## config.mk

```make
export PLATFORM = sky130hd
export DESIGN_NAME = scoreboard_regfile
export DESIGN_NICKNAME = d
export VERILOG_FILES = /design/src/rtl/regfile_pkg.sv /design/src/rtl/regfile_clear_fsm.sv /design/src/rtl/scoreboard_regfile.sv
export SDC_FILE = /design/constraint.sdc
export NUM_CORES = 2
export LEC_CHECK = 0
export BUFFER_PORTS_ARGS = -buffer_cell sky130_fd_sc_hd__buf_2
export CAP_MARGIN = 20
export CORE_AREA = 8 8 311 313
export CTS_CLUSTER_SIZE = 24
export DETAILED_ROUTE_END_ITERATION = 7
export DIE_AREA = 0 0 319 321
export PLACE_DENSITY = 0.76
export SETUP_SLACK_MARGIN = 0.5
export SYNTH_ARGS = -nofsm -noshare
export SYNTH_HDL_FRONTEND = slang
export SYNTH_SLANG_ARGS = --single-unit
```

## constraint.sdc

```tcl
create_clock -name clk -period 2.3 [get_ports clk]
set_input_delay 0.115 -clock clk [delete_from_list [all_inputs] [get_ports clk]]
set_output_delay 0.115 -clock clk [all_outputs]
set_load 0.02 [all_outputs]
```

## src/rtl/regfile_pkg.sv

```systemverilog
// Shared defaults and types for the scoreboarded register file and its clear engine.
package regfile_pkg;

   localparam int DATA_W_DEF = 32;
   localparam int ADDR_W_DEF = 5;
   localparam int NUM_RD_DEF = 2;

   // Architectural zero register index; never written, never busy.
   localparam int REG_ZERO = 0;

   typedef enum logic {
      CLR_IDLE = 1'b0,
      CLR_RUN  = 1'b1
   } clr_state_t;

endpackage

```

## src/rtl/regfile_clear_fsm.sv

```systemverilog
// Sequential clear engine: walks indices 1..2**ADDR_W-1, one register per cycle.
module regfile_clear_fsm
   import regfile_pkg::*;
#(
   parameter int ADDR_W = ADDR_W_DEF
) (
   input  logic              clk,
   input  logic              rst,
   input  logic              clr_req,
   output logic              clr_busy,
   output logic              clr_we,
   output logic [ADDR_W-1:0] clr_idx
);

   localparam logic [ADDR_W-1:0] LAST_IDX = '1;

   clr_state_t        state;
   logic [ADDR_W-1:0] idx;

   // Register 0 is hardwired, so the walk starts at 1 and stops at the top index.
   always_ff @(posedge clk or negedge rst) begin
      if (!rst) begin
         state    <= CLR_IDLE;
         idx      <= '0;
         clr_busy <= 1'b0;
      end else begin
         case (state)
            CLR_IDLE: begin
               if (clr_req) begin
                  state    <= CLR_RUN;
                  idx      <= ADDR_W'(1);
                  clr_busy <= 1'b1;
               end
            end
            CLR_RUN: begin
               if (idx == LAST_IDX) begin
                  state    <= CLR_IDLE;
                  idx      <= '0;
                  clr_busy <= 1'b0;
               end else begin
                  idx <= idx + ADDR_W'(1);
               end
            end
            default: begin
               state    <= CLR_IDLE;
               idx      <= '0;
               clr_busy <= 1'b0;
            end
         endcase
      end
   end

   assign clr_we  = clr_busy;
   assign clr_idx = idx;

endmodule

```

## src/rtl/scoreboard_regfile.sv

```systemverilog
// Multi-port register file with per-register busy scoreboard and clear engine.
// Optional same-cycle write forwarding when REGFILE_BYPASS_EN is defined.
module scoreboard_regfile
   import regfile_pkg::*;
#(
   parameter int DATA_W = DATA_W_DEF,
   parameter int ADDR_W = ADDR_W_DEF,
   parameter int NUM_RD = NUM_RD_DEF
) (
   input  logic                     clk,
   input  logic                     rst,
   input  logic [NUM_RD*ADDR_W-1:0] rd_addr,
   output logic [NUM_RD*DATA_W-1:0] rd_data,
   output logic [NUM_RD-1:0]        rd_busy,
   input  logic                     alloc_en,
   input  logic [ADDR_W-1:0]        alloc_addr,
   input  logic                     wr_en,
   input  logic [ADDR_W-1:0]        wr_addr,
   input  logic [DATA_W-1:0]        wr_data,
   input  logic                     clr_req,
   output logic                     clr_busy
);

   localparam int              DEPTH = 2 ** ADDR_W;
   localparam logic [ADDR_W-1:0] ZERO_A = ADDR_W'(REG_ZERO);

   logic [DEPTH-1:0][DATA_W-1:0] regs;
   logic [DEPTH-1:0]             busy;

   logic              clr_we;
   logic [ADDR_W-1:0] clr_idx;
   logic              wr_ok;
   logic              alloc_ok;

   regfile_clear_fsm #(.ADDR_W(ADDR_W)) u_clr (
      .clk      (clk),
      .rst      (rst),
      .clr_req  (clr_req),
      .clr_busy (clr_busy),
      .clr_we   (clr_we),
      .clr_idx  (clr_idx)
   );

   assign wr_ok    = wr_en    && (wr_addr    != ZERO_A) && !clr_busy;
   assign alloc_ok = alloc_en && (alloc_addr != ZERO_A) && !clr_busy;

   // Alloc is applied after write so a same-address issue leaves the register busy.
   always_ff @(posedge clk or negedge rst) begin
      if (!rst) begin
         regs <= '0;
         busy <= '0;
      end else begin
         for (int i = 1; i < DEPTH; i++) begin
            if (clr_we && (clr_idx == ADDR_W'(i))) begin
               regs[i] <= '0;
               busy[i] <= 1'b0;
            end else begin
               if (wr_ok && (wr_addr == ADDR_W'(i))) begin
                  regs[i] <= wr_data;
                  busy[i] <= 1'b0;
               end
               if (alloc_ok && (alloc_addr == ADDR_W'(i))) begin
                  busy[i] <= 1'b1;
               end
            end
         end
      end
   end

   for (genvar k = 0; k < NUM_RD; k++) begin : g_rd
      logic [ADDR_W-1:0] a;
      logic [DATA_W-1:0] arr_data;
      logic              arr_busy;

      assign a        = rd_addr[k*ADDR_W +: ADDR_W];
      assign arr_data = (a == ZERO_A) ? '0 : regs[a];
      assign arr_busy = (a == ZERO_A) ? 1'b0 : busy[a];

`ifdef REGFILE_BYPASS_EN
      logic fwd;
      assign fwd = wr_ok && (a == wr_addr);
      assign rd_data[k*DATA_W +: DATA_W] = fwd ? wr_data : arr_data;
      // A new producer issued alongside the write keeps the register busy.
      assign rd_busy[k] = fwd ? (alloc_ok && (alloc_addr == wr_addr)) : arr_busy;
`else
      assign rd_data[k*DATA_W +: DATA_W] = arr_data;
      assign rd_busy[k]                  = arr_busy;
`endif
   end

endmodule

```

==> qor.csv <==
stage,metric,value,unit
synth,most used flip-flop cell after synthesis,dfrtp_1,
die,Die ar.,0.102,mm²
status,failing checks,negative setup slack,
die,die span in y,321,µm
global_route,first-pass GRT wire length,328000,µm
timing,post-layout min period,2.71,ns
route,DR top layer,met5,
synth,Seq cells post-synth,1030,
power,pwr/cell area,880,mW/mm²
die,num ports,124,
cells_and_area,nets,5354,
placement,# port buffers,123,
clock_tree,H-tree Lvls,3,
worst_setup_path,flop2flop setup slack,0.01,ns
route,vias,52935,
worst_setup_path,CP max stage delay,0.45,ns
timing,Slew Limit Fails,0,
worst_setup_path,WS Path Type,reg -> out,
synth,"FFs w/ async S/R, synth",100,%
route,via/cell ratio,8.03,
route,residual DRC count,0,
worst_setup_path,Worst Setup SP,regs[127],
worst_setup_path,Crit path top cell by count,a221oi_2,
synth,Synth Cell Area,0.0545,mm²
route,WL met3,40000,µm
worst_setup_path,reg2reg end,regs[500],
clock_tree,clk buf depth,3,
cells_and_area,Util after Layout,75.0,%
cells_and_area,area grow syn2layout,26.9,%
clock_tree,Sink Count,1030,
route,1st-iter DRT viols,9944,
clock_tree,cts bufs inserted,106,
worst_setup_path,Crit-path slowest cell,nor3_4,
global_route,number of global-route vias before repair,51037,
cells_and_area,"most common cell after layout, fill and taps aside",dfrtp_1,
route,wire length on met2,97500,µm
worst_setup_path,CP startpoint kind,flop,
synth,Post-Synthesis Cells,5002,
timing,Max-slew headroom,38.5,%
worst_setup_path,crit path max fanout,3,
cells_and_area,layout cells sized above 1,29.2,%
worst_setup_path,crit path capture,rd_data[31],
worst_setup_path,CP arrival,2.59,ns
status,status,"finished, violations left",
worst_hold_path,hold path depth,3,
timing,RSZ-0062 raised after global routing,true,
timing,fmax,369,MHz
power,Pleak,31.6,nW
clock_tree,TritonCTS clock tree,yes,
die,# rows,112,
job,maxcap violations,0,
route,router iterations before antenna repair,7,
clock_tree,Root Buffer,clkbuf_16,
synth,post-synth cell types,52,
synth,synth warn,33,
worst_setup_path,Critical Path Sink Type,output pin,
worst_setup_path,Reg-to-Reg Start,u_clr.clr_idx[0],
clock_tree,Worst-path clk slew,0.06,ns
route,DR WL/cell,36.0,µm
worst_setup_path,CP Data Required Time,2.18,ns
timing,final worst slack,-0.407,ns
global_route,GRT overflow,0,
worst_setup_path,r2r worst-path depth,10,
worst_setup_path,CP cell instances,mux2_4 -> a221oi_2 -> a221oi_2 -> o31ai_1 -> buf_4 -> nor3_4 -> buf_6,
cells_and_area,# fillers,5323,
placement,Routability Congestion,0.959,
placement,Place WS,-0.0936,ns
clock_tree,clk_lat worst skew,0.72,ns
cells_and_area,Reg area,0.0258,mm²
synth,post-synth net total,5065,
die,Die W,319,µm
global_route,total track usage,41.9,%
route,final wirelength,237000,µm
timing,final setup fails,66,
cells_and_area,area of the multi-input gates,0.0298,mm²
worst_hold_path,Worst Hold Class,in -> reg,
synth,Post-synth EDFFs,0,
die,Initial Util,59.1,%
timing,Worst Clk Skew,0.0238,ns
die,core area,0.0922,mm²
route,detailed-route wire length on metal 1,76900,µm
route,"antenna viol nets, final",0,
power,Peak VDD IR,1.01,mV
cells_and_area,highest-count cells in the layout ignoring fill and taps,"dfrtp_1, a22o_1, mux2i_1, nand2_1, buf_4",
timing,Tcrit/Tclk final,118,%
synth,register area share after synthesis,47.3,%
timing,"Hold Vio Cnt, Final",0,
global_route,antenna violations before repair,16,
placement,HPWL Detailed,122000,µm
synth,Mean Syn Cell Area,10.9,µm²
global_route,largest net degree at the start of global routing,96,
timing,worst-margin pin slew,0.920,ns
[per-stage QoR]
stage / cells / total power [mW] / hold slack, ns / setup TNS, ns / area, µm²
3_5_place_dp: 6148 / 37.9 / 0.105 / -0.295 / 59600
2_1_floorplan: 5002 / 32.4 / -0.181 / 0 / 55300
5_1_grt: 6586 / 62.1 / 0.0200 / -18.50 / 69100
4_1_cts: 6484 / 57.5 / 0.000900 / -14.24 / 66600
6_report: 6592 / 60.8 / 0.0240 / -17.03 / 69200
3_3_place_gp: 6148 / 37.3 / 0.0934 / -0.314 / 59600
[cell usage after synthesis, types with 4 or more instances]
cell	n	share of area [%]
dfrtp_1	1030	47
a22o_1	717	12
nand2_1	604	4.2
mux2i_1	601	11
clkbuf_1	405	2.8
o22ai_1	328	3.8
nor3_1	232	2.1
a21oi_1	179	1.6
mux2_2	159	3.3
mux4_2	132	5.5
a221oi_1	130	2.1
buf_2	119	1.1
o21ai_0	107	0.98
nor2_1	49	0.34
buf_1	40	0.28
nand3_1	38	0.35
nand2b_1	16	0.18
nor2b_1	16	0.18
buf_4	11	0.15
or2_2	9	0.10
ha_1	6	0.14
o31ai_1	5	0.069
a22oi_1	4	0.055
a32o_1	4	0.073
and2_1	4	0.046
inv_1	4	0.028
nor2_2	4	0.046
nor3_2	4	0.073
[timing repair]
item | in CTS | in global routing
endpoints found under the hold margin | 851 | 0
endpoints found under the setup margin | 998 | 1092
hold buffers | 39 | 0
buffers inserted | 79 | 80
resized for setup | 351 | 326
pin swaps | 105 | 163
cloned | 21 | 12
[layer usage]
metal  up-vias  global-route usage [%]
li1      19658                       -
met5         -                   0.803
met2      5690                    59.7
met4         4                    31.0
met3      1734                    15.9
met1     25849                    52.0
[power breakdown]
group,switching [mW],internal [mW],leakage [nW],total (mW)
sequential,3.27,21.5,14.1,24.7
clock,7.80,10.6,1.81,18.4
combinational,9.62,8.07,15.7,17.7
total,20.7,40.1,31.6,60.8
[worst min-delay path by stage]
stage / start / to / slack [ns]
3_5_place_dp: rst / regs[375] / 0.11
5_1_grt: wr_data[28] / regs[540] / 0.02
2_1_floorplan: rst / busy[10] / -0.18
6_report: wr_data[28] / regs[284] / 0.02
3_3_place_gp: rst / regs[375] / 0.09
4_1_cts: wr_data[11] / regs[267] / 0.0009
[final cells by class]
type                    instances  share of cell area [%]
diodes                         15                  0.0543
clock buffers                 162                    4.59
flip-flops and latches       1030                    37.3
well taps                    1197                    2.17
repair buffers                751                    12.1
multi-input cells            3396                    43.1
inverters                       6                  0.0326
clock inverters                35                   0.675
[cells by family (layout without fill, tap and decap cells)]
group,Yosys count,count (layout),share of synthesized area (%)
flops,1030,1030,47.3
buf+inv,584,954,4.41
mux,892,892,19.8
compound gates,1485,1490,20.4
fa+ha+maj,6,6,0.138
other cells,0,15,0
simple gates,1005,1008,8.01
[registers in the layout, indices dropped and copies added (netlist names)]
register / cells
u_clr.state: 1
u_clr.clr_busy: 1
regs: 992
busy: 31
u_clr.clr_idx: 5
[critical path, delay by kind of cell, from the launching register on]
kind | cells | cell delay (ns)
compound gates | 3 | 0.47
simple gates | 1 | 0.45
flops | 1 | 0.40
buf+inv | 2 | 0.37
mux | 1 | 0.17
(Power assumes the default switching activity.)
